### config.mk
export PLATFORM = sky130hd
export DESIGN_NAME = grf_wb_arbiter
export DESIGN_NICKNAME = d
export VERILOG_FILES = /design/src/rtl/grf_wb_arbiter_pkg.sv /design/src/rtl/grf_scoreboard.sv /design/src/rtl/grf_wb_arbiter.sv
export SDC_FILE = /design/constraint.sdc
export NUM_CORES = 1
export LEC_CHECK = 0
export ABC_CLOCK_PERIOD_IN_PS = 4600
export BUFFER_PORTS_ARGS = -buffer_cell sky130_fd_sc_hd__buf_4
export CAP_MARGIN = 10
export CORE_MARGIN = 2
export CORE_UTILIZATION = 48
export DETAILED_ROUTE_END_ITERATION = 8
export GPL_TIMING_DRIVEN = 1
export PLACE_DENSITY = 0.86
export SLEW_MARGIN = 20
export SYNTH_ARGS = -nofsm -noshare
export SYNTH_HDL_FRONTEND = slang
export SYNTH_SLANG_ARGS = --single-unit
### constraint.sdc
create_clock -name clk -period 4.6 [get_ports clk]
set_clock_uncertainty 0.2 [all_clocks]
set_input_delay 0.46 -clock clk [delete_from_list [all_inputs] [get_ports clk]]
set_output_delay 0.46 -clock clk [all_outputs]
set_load 0.005 [all_outputs]
### src/rtl/grf_wb_arbiter_pkg.sv
// rtl/grf_wb_arbiter_pkg.sv - shared constants for the GRF write-back arbiter
package grf_wb_arbiter_pkg;

    localparam int REG_AW           = 5;
    localparam logic [REG_AW-1:0] ZERO_REG = 5'd0;
    localparam int NUM_REGS         = 32;
    localparam int MAX_WAIT_DEFAULT = 4;

    typedef enum logic [1:0] {
        GNT_NONE = 2'd0,
        GNT_PIPE = 2'd1,
        GNT_MDU  = 2'd2
    } grant_t;

endpackage

### src/rtl/grf_scoreboard.sv
// rtl/grf_scoreboard.sv - pending-destination scoreboard and decode hazard stall
module grf_scoreboard
    import grf_wb_arbiter_pkg::*;
(
    input  logic                clk,
    input  logic                res,
    input  logic                iss_valid,
    input  logic [REG_AW-1:0]   iss_a3,
    input  logic                iss_long,
    input  logic [REG_AW-1:0]   rd_a1,
    input  logic [REG_AW-1:0]   rd_a2,
    input  logic                mdu_xfer,
    input  logic [REG_AW-1:0]   mdu_a3,
    input  logic                pipe_hold,
    output logic                stall,
    output logic [NUM_REGS-1:0] pend
);

    logic [NUM_REGS-1:0] clr_now;
    logic [NUM_REGS-1:0] set_now;
    logic [NUM_REGS-1:0] eff;
    logic [NUM_REGS-1:0] pend_nxt;

    always_comb begin
        clr_now = '0;
        set_now = '0;
        if (mdu_xfer)
            clr_now = NUM_REGS'(1) << mdu_a3;
        if (iss_valid && iss_long && iss_a3 != ZERO_REG && !stall)
            set_now = NUM_REGS'(1) << iss_a3;
        eff = pend & ~clr_now;
        // Set is OR'd after the clear so a same-cycle reissue keeps the register pending.
        pend_nxt = eff | set_now;
        pend_nxt[0] = 1'b0;
    end

    always_comb begin
        stall = 1'b0;
        if (res)
            stall = 1'b1;
        else if ((rd_a1 != ZERO_REG && eff[rd_a1]) ||
                 (rd_a2 != ZERO_REG && eff[rd_a2]) ||
                 (iss_valid && iss_a3 != ZERO_REG && eff[iss_a3]) ||
                 pipe_hold)
            stall = 1'b1;
    end

    always_ff @(posedge clk or posedge res) begin
        if (res)
            pend <= '0;
        else
            pend <= pend_nxt;
    end

endmodule

### src/rtl/grf_wb_arbiter.sv
// rtl/grf_wb_arbiter.sv - shares the GRF write port between W stage and MDU
module grf_wb_arbiter
    import grf_wb_arbiter_pkg::*;
#(
    parameter int MAX_WAIT = MAX_WAIT_DEFAULT
) (
    input  logic                clk,
    input  logic                res,
    input  logic                pipe_we,
    input  logic [REG_AW-1:0]   pipe_a3,
    input  logic [31:0]         pipe_wd,
    output logic                pipe_hold,
    input  logic                mdu_valid,
    input  logic [REG_AW-1:0]   mdu_a3,
    input  logic [31:0]         mdu_wd,
    output logic                mdu_ready,
    input  logic                iss_valid,
    input  logic [REG_AW-1:0]   iss_a3,
    input  logic                iss_long,
    input  logic [REG_AW-1:0]   rd_a1,
    input  logic [REG_AW-1:0]   rd_a2,
    output logic                stall,
    output logic                grf_we,
    output logic [REG_AW-1:0]   grf_a3,
    output logic [31:0]         grf_wd,
    output logic [NUM_REGS-1:0] pend
);

    logic [3:0] starve_cnt;
    logic       p_req;
    logic       m_req;
    grant_t     gnt;

    assign p_req = pipe_we && (pipe_a3 != ZERO_REG);
    assign m_req = mdu_valid;

    always_comb begin
        gnt = GNT_NONE;
        if (!res) begin
            if (starve_cnt == 4'(MAX_WAIT) && m_req)
                gnt = GNT_MDU;
            else if (p_req)
                gnt = GNT_PIPE;
            else if (m_req)
                gnt = GNT_MDU;
        end
    end

    always_comb begin
        grf_we    = 1'b0;
        grf_a3    = ZERO_REG;
        grf_wd    = '0;
        mdu_ready = 1'b0;
        pipe_hold = 1'b0;
        case (gnt)
            GNT_PIPE: begin
                grf_we = 1'b1;
                grf_a3 = pipe_a3;
                grf_wd = pipe_wd;
            end
            GNT_MDU: begin
                mdu_ready = 1'b1;
                pipe_hold = p_req;
                grf_we    = (mdu_a3 != ZERO_REG);
                grf_a3    = mdu_a3;
                grf_wd    = mdu_wd;
            end
            default: ;
        endcase
    end

    // Counts consecutive refusals of a waiting MDU result; saturates at MAX_WAIT.
    always_ff @(posedge clk or posedge res) begin
        if (res)
            starve_cnt <= '0;
        else if (mdu_ready || !mdu_valid)
            starve_cnt <= '0;
        else if (starve_cnt != 4'(MAX_WAIT))
            starve_cnt <= starve_cnt + 4'd1;
    end

    grf_scoreboard u_sb (
        .clk       (clk),
        .res       (res),
        .iss_valid (iss_valid),
        .iss_a3    (iss_a3),
        .iss_long  (iss_long),
        .rd_a1     (rd_a1),
        .rd_a2     (rd_a2),
        .mdu_xfer  (mdu_ready),
        .mdu_a3    (mdu_a3),
        .pipe_hold (pipe_hold),
        .stall     (stall),
        .pend      (pend)
    );

endmodule

==> Yosys cells after proc, flatten, opt, wreduce, memory -nomap -nowiden <==
Cells that the tools add are included.
{ "word_totals": {"reg_bits": 35, "latch_bits": 0, "mem_bits_rw": 0, "mem_bits_ro": 0, "output_inout_bits": 73, "wordCells": 57, "n_memories": 0} }
{ "op_classes": {"n_addsub": 1, "mul": 0, "n_div": 0, "n_lt_le_gt_ge": 3, "eq_ne": 4, "shifts": 2, "mux": 21, "bitwise": 3, "reduce_logical": 21} }
{ "ops": {"columns": ["cell", "count"], "rows": [
  ["32-bit two-way mux", 2],
  ["32-bit case mux with 2 select lines", 1],
  ["1-bit by 5-bit left shift with 32-bit output, first input constant", 2],
  ["32-bit bitwise AND", 1],
  ["32-bit inverter", 1],
  ["32-bit bitwise OR", 1],
  ["5-bit nonzero test", 5],
  ["5-bit by 6-bit < comparator with 1-bit output, second input constant", 3],
  ["1-bit binary-select mux with 5-bit select", 3],
  ["5-bit case mux with 2 select lines", 1],
  ["1-bit logical AND", 9],
  ["2-bit two-way mux", 4],
  ["4-bit two-way mux", 2],
  ["1-bit two-way mux", 7],
  ["4-bit by 1-bit adder with 4-bit output, second input constant", 1],
  ["4-bit by 3-bit == test with 1-bit output, second input constant", 1],
  ["1-bit logical OR", 4],
  ["4-bit by 3-bit != test with 1-bit output, second input constant", 1],
  ["2-bit by 1-bit == test with 1-bit output, second input constant", 1],
  ["2-bit == test, second input constant", 1],
  ["1-bit zero test", 2],
  ["1-bit case mux with 2 select lines", 1],
  ["2-bit nonzero test", 1]
]} }

==> Logic depth before layout (Yosys ltp) <==
{ "logic_depth": {"word_depth": 22, "mapped_depth": 17, "depth_no_buf": 14} }

==> Hierarchy <==
Synthesis repeated with hierarchy kept, for this count alone.
{ "hier_totals": {"hier_cells": 461, "hier_area_um2": 3583.4} }
{ "by_module_without_submodules": {"columns": ["module", "instances", "cells_per_inst", "area_each_um2"], "rows": [
  ["grf_scoreboard", 1, 336, 2770.2],
  ["grf_wb_arbiter", 1, 125, 813.3]
]} }

==> Least setup slack after synthesis <==
OpenSTA, ideal clock, no wires.
{ "synth_timing": {"path_kind": "input to output", "from": "input port pipe_a3[1]", "to": "output port stall", "arrival_time_ns": 3.313, "required_ns": 3.940, "setup_slack_ns": 0.627, "cell_stages": 13, "path_buffers": 2, "path_cell_list": "or4_1 -> o21ai_0 -> o21ai_0 -> inv_1 -> ha_1 -> buf_2 -> or4b_1 -> buf_2 -> o2111ai_1 -> nand4b_1 -> a31o_1 -> a211oi_2 -> nand4_4"} }
{ "synth_via": {"elab_chain_cells": 18, "word_cells_on_any_way": 25, "cone_classes": "1 x eq/ne; 14 x mux; 2 x bitwise; 8 x reduce/logical"} }
{ "synth_rtl": {"columns": ["element", "line", "rtl"], "rows": [
  ["from (decl)", "grf_wb_arbiter.sv:10", "input logic [REG_AW-1:0] pipe_a3,"],
  ["5-bit nonzero test (*)", "grf_wb_arbiter.sv:34", "assign p_req = pipe_we && (pipe_a3 != ZERO_REG);"],
  ["1-bit logical AND (*)", "grf_wb_arbiter.sv:34", null],
  ["2-bit two-way mux (*)", "grf_wb_arbiter.sv:42", "else if (p_req)"],
  ["2-bit two-way mux (*)", "grf_wb_arbiter.sv:40", "if (starve_cnt == 4'(MAX_WAIT) && m_req)"],
  ["2-bit two-way mux (*)", "grf_wb_arbiter.sv:39", "if (!res) begin"],
  ["2-bit == test (*)", "grf_wb_arbiter.sv:55", "case (gnt)"],
  ["1-bit two-way mux (*)", "grf_wb_arbiter.sv:55", null],
  ["named net mdu_ready", "grf_wb_arbiter.sv:16", "output logic mdu_ready,"],
  ["[... 3 more ...]", null, null],
  ["1-bit binary-select mux with 5-bit select (on tied branches)", "grf_scoreboard.sv:41, grf_scoreboard.sv:42", null],
  ["1-bit two-way mux (on tied branches)", "grf_scoreboard.sv:41, grf_scoreboard.sv:42", null],
  ["1-bit logical AND (on tied branches)", "grf_scoreboard.sv:41, grf_scoreboard.sv:42", null],
  ["1-bit logical OR", "grf_scoreboard.sv:41", "else if ((rd_a1 != ZERO_REG && eff[rd_a1]) ||"],
  ["1-bit logical OR (*)", "grf_scoreboard.sv:42", "(rd_a2 != ZERO_REG && eff[rd_a2]) ||"],
  ["1-bit logical OR (*)", "grf_scoreboard.sv:43", "(iss_valid && iss_a3 != ZERO_REG && eff[iss_a3]) ||"],
  ["1-bit two-way mux (*)", "grf_scoreboard.sv:41", null],
  ["1-bit two-way mux (*)", "grf_scoreboard.sv:39", "if (res)"],
  ["to (decl)", "grf_wb_arbiter.sv:22", "output logic stall,"]
]} }
The timed path passes the listed nets; every way through them passes the cells marked *. The select of a mux whose other input is x is not followed.

==> Worst setup path after layout <==
{ "layout_timing": {"from": "input port pipe_a3[1]", "to": "output port stall"} }
{ "layout_via": {"elab_chain_cells": 18, "word_cells_on_any_way": 25, "cone_classes": "1 x eq/ne; 14 x mux; 2 x bitwise; 8 x reduce/logical"} }
{ "layout_rtl": {"columns": ["element", "line", "rtl"], "rows": [
  ["5-bit nonzero test (*)", "grf_wb_arbiter.sv:34", null],
  ["1-bit logical AND (*)", "grf_wb_arbiter.sv:34", null],
  ["2-bit two-way mux", "grf_wb_arbiter.sv:42", null],
  ["2-bit two-way mux", "grf_wb_arbiter.sv:40", null],
  ["2-bit two-way mux", "grf_wb_arbiter.sv:39", null],
  ["2-bit == test", "grf_wb_arbiter.sv:55", null],
  ["1-bit two-way mux", "grf_wb_arbiter.sv:55", null],
  ["32-bit two-way mux", "grf_scoreboard.sv:27", "if (mdu_xfer)"],
  ["[... 2 more ...]", null, null],
  ["1-bit binary-select mux with 5-bit select (on tied branches)", "grf_scoreboard.sv:41, grf_scoreboard.sv:42", null],
  ["1-bit two-way mux (on tied branches)", "grf_scoreboard.sv:41, grf_scoreboard.sv:42", null],
  ["1-bit logical AND (on tied branches)", "grf_scoreboard.sv:41, grf_scoreboard.sv:42", null],
  ["1-bit logical OR", "grf_scoreboard.sv:41", null],
  ["1-bit logical OR", "grf_scoreboard.sv:42", null],
  ["1-bit logical OR (*)", "grf_scoreboard.sv:43", null],
  ["1-bit two-way mux (*)", "grf_scoreboard.sv:41", null],
  ["1-bit two-way mux (*)", "grf_scoreboard.sv:39", null]
]} }
Mark *: on every way between the ends. The rest lies on a longest branch, timed or not. The select of a mux whose other input is x is not followed.

==> key figures <==
Die
  • Core ar.: around 0.0076 mm^2
  • Initial core utilization: 0.4868
  • Area of the die: roughly 0.0084 mm^2
  • Die H: just over 90 um
  • Die Wd: approximately 92 um
  • IO Pins: between 150 and 200
  • Placement Rows: 32

Power and ir drop
  • Static leakage: between 2 and 2.5 nW
  • Worst VDD drop: about 0.15 mV
  • Pwr Total: slightly above 0.001 W
  • Power Density: 201.9 mW/mm^2

Job
  • Max-cap violations: 0

Clock network
  • Post-cts hold buffer count: 0
  • Worst-Skew Late Latency: approximately 300 ps
  • Clk sink count: 35
  • Clock Path Buffers: 2
  • Inserted Clock Buffers: 5
  • TritonCTS clock tree: yes
  • Clk slew on worst S/H paths: ~90 ps
  • Root buffer cell: clkbuf_8
  • # H-tree levels: 2

Routing
  • Antenna-violating nets left: 0
  • Drt first-iter violations: approximately 680
  • Initial DRT Pass Iterations: 5
  • DRT Wirelength: 15050 um
  • DRC: 0
  • Via count: approximately 4700
  • Via density: 6.638
  • DR WL/cell: roughly 21 um

Final layout
  • Final Non-Filler Cells: ~700
  • Nets: about 710
  • Layout cell share with drive strength beyond 1: 0.3651
  • Fill count: 671
  • Layout Area Growth over Synthesis: 37.57%
  • # diodes: 0

Global route
  • Largest net degree at the start of global routing: slightly above 40
  • Grt ovf: 0
  • Antenna violations before repair: 0
  • Vias in the first global route: 4338
  • First-pass GRT wire length: approximately 23000 um
  • Aggregate global-route resource usage: 0.3378

Synthesis
  • Number of synthesized flops with an enable pin: 0
  • Synth Register Bits: 35
  • Synth warn: 0
  • Dominant synthesized flop cell: dfrtp_1
  • Synth cell types: 55
  • Syn_nets: between 500 and 600
  • Mapped Cells: 469
  • Synthesized area: roughly 0.0037 mm^2
  • Avg Cell Area, Syn: a little under 8 um^2
  • Ys async rst share: 1.000
  • Sequential share of the synthesized area: 0.2365

Status
  • Status: completed

Timing
  • Slew Viols, Final: 0
  • Final WS setup: around 140 ps
  • Final hold vios: 0
  • Fmax: 224.4 MHz
  • Max_slew headroom: 0.3050
  • Fin Setup TNS: 0 ps
  • Worst-margin pin slew: 1038 ps
  • Final Setup Violations: 0
  • Crit share post-route: 0.9688
  • Clock period minus worst slack: ~4500 ps

Critical path
  • Reg2reg setup slack: approximately 610 ps
  • CP endpoint kind: output pin
  • Crit path max fanout: 8
  • Critical path data required time: 3940 ps
  • Crit path kind: in -> out
  • Critical path origin: pipe_a3[1]
  • Reg-to-reg startpoint: starve_cnt[0]$_DFFE_PP0P_
  • CP arrival: 3800 ps
  • R2R depth: 16
  • Worst Setup Start Kind: primary input
  • Reg-to-reg endpoint: u_sb.pend[5]$_DFF_PP0_

Placed design
  • Placed cells: approximately 700
  • Worst slack at placement: 44.27 ps
  • Placed wire-length estimate: 11120 um
  • RD Place Congestion: between 0.9 and 1
  • PortBufs: 166

Hold path
  • Worst hold path class: in -> async
## worst max-delay path, cell delays in order
cell and delay [ps]:
buf_4 110, or4_1 520, o21ai_1 310, o21ai_1 160, inv_1 80, ha_1 170
buf_4 170, nand4b_1 230, a2111oi_1 460, a211oi_1 100, a211o_1 300, a32oi_2 330
nand4_4 200, buf_4 190
## flip-flops by register name (all words and copies together), names as in the netlist
register and count:
starve_cnt 4, u_sb.pend 31
## where the power goes
part           leakage [nW]  switching [W]  total, W  internal [W]
logic                  1.68       0.000220  0.000417      0.000197
registers             0.477      0.0000429  0.000379      0.000336
clock network        0.0440       0.000129  0.000233      0.000104
total                  2.20       0.000392   0.00103      0.000637
## routing by layer
metal,up-vias,global-route usage,wire length (um)
li1,2087,-,-
met2,350,0.5380,7014
met3,58,0.07231,1634
met4,0,0.09950,397
met5,-,0,0
met1,2218,0.4637,5998
## Yosys cell counts, types with 2 or more instances
master     count  area share
nor2_1        67       0.068
o21ai_0       55       0.074
a22oi_1       38       0.077
dfrtp_1       35        0.24
nand4_1       25       0.042
clkbuf_1      22       0.022
buf_2         16       0.022
inv_1         16       0.016
nand2_1       15       0.015
mux2i_1       14       0.038
nor3_1        12       0.016
mux4_2        11       0.067
o311ai_0      10       0.024
buf_1          9      0.0091
mux2_2         9       0.027
nand2b_1       9       0.015
o41ai_1        9       0.021
a21oi_1        7      0.0095
o2111ai_1      7       0.017
xor2_1         7       0.017
nor2b_1        5      0.0084
o21ai_1        5      0.0068
o22ai_1        5      0.0084
o31ai_1        5       0.010
ha_1           4       0.014
nand4b_1       4      0.0095
o211ai_1       4      0.0081
or2_2          4      0.0068
a211oi_1       3      0.0061
a31oi_1        3      0.0051
nand3_1        3      0.0041
nand4bb_1      3      0.0091
a211o_1        2      0.0047
nor3b_1        2      0.0041
o311a_1        2      0.0054
or4_1          2      0.0041
or4b_1         2      0.0054
## layout make-up
type / count / area [um^2] / area share
multi-input combinational: 370 / 2597 / 0.5098
timing repair buffer: 180 / 1351 / 0.2652
tap: 102 / 127.6 / 0.02505
sequential: 35 / 875.8 / 0.1719
clock buffer: 5 / 68.82 / 0.01351
inverter: 16 / 60.06 / 0.01179
clock inverter: 2 / 13.76 / 0.002701
## cells in the final DEF (no fill, tap or decap), types with 3 or more instances in the layout
cell type	n
ha_1	3
nor2_1	66
o2111ai_1	7
o211ai_1	4
mux2_2	9
o22ai_1	5
o21ai_0	53
o311ai_0	9
buf_4	180
o21ai_1	7
nand3_1	3
nor2b_1	5
nand2b_1	9
dfrtp_1	35
clkbuf_8	5
o31ai_1	5
mux2i_1	14
a31oi_1	3
mux4_2	11
nand4b_1	4
nand4_1	25
a22oi_1	38
or2_2	4
nand2_1	15
o41ai_1	9
a21oi_1	7
nor3_1	12
xor2_1	7
inv_1	16
## cells by family (layout without fill, tap and decap cells)
| family | after synthesis | after routing | share of synthesized area |
|---|---|---|---|
| AOI/OAI and AO/OA | 165 | 165 | 0.3044 |
| xor gates and xnor gates | 8 | 8 | 0.01892 |
| adders and majority gates | 4 | 4 | 0.01351 |
| buffers and inverters | 64 | 203 | 0.07129 |
| DFF | 35 | 35 | 0.2365 |
| muxes | 35 | 35 | 0.1351 |
| other | 1 | 1 | 0.001013 |
| and+or+nand+nor | 157 | 157 | 0.2193 |
## stage by stage
| step | cell area [um^2] | utilization | hold slack, ps |
|---|---|---|---|
| after detailed placement | 4979 | 0.6544 | 391.1 |
| after CTS | 5061 | 0.6653 | 146.2 |
| final | 5095 | 0.6697 | 122.1 |
| after floorplan | 3704 | - | 338.9 |
| after global routing | 5095 | 0.6697 | 187.1 |
| after global placement | 4976 | 0.6541 | 364.9 |
## worst max-delay path by stage
stage | to | slack, ps | depth (start not counted)
after CTS | stall | 30 | 14
final | stall | 140 | 14
after detailed placement | stall | 40 | 14
after floorplan | stall | 630 | 13
after global routing | stall | -60 | 14
after global placement | stall | 250 | 14
## what timing repair did
action	4_1_cts	5_1_grt
endpoints found under the setup margin	0	15
resized for setup	0	10
buffers inserted	0	1
Note: power is estimated with default switching activity, not from simulation.
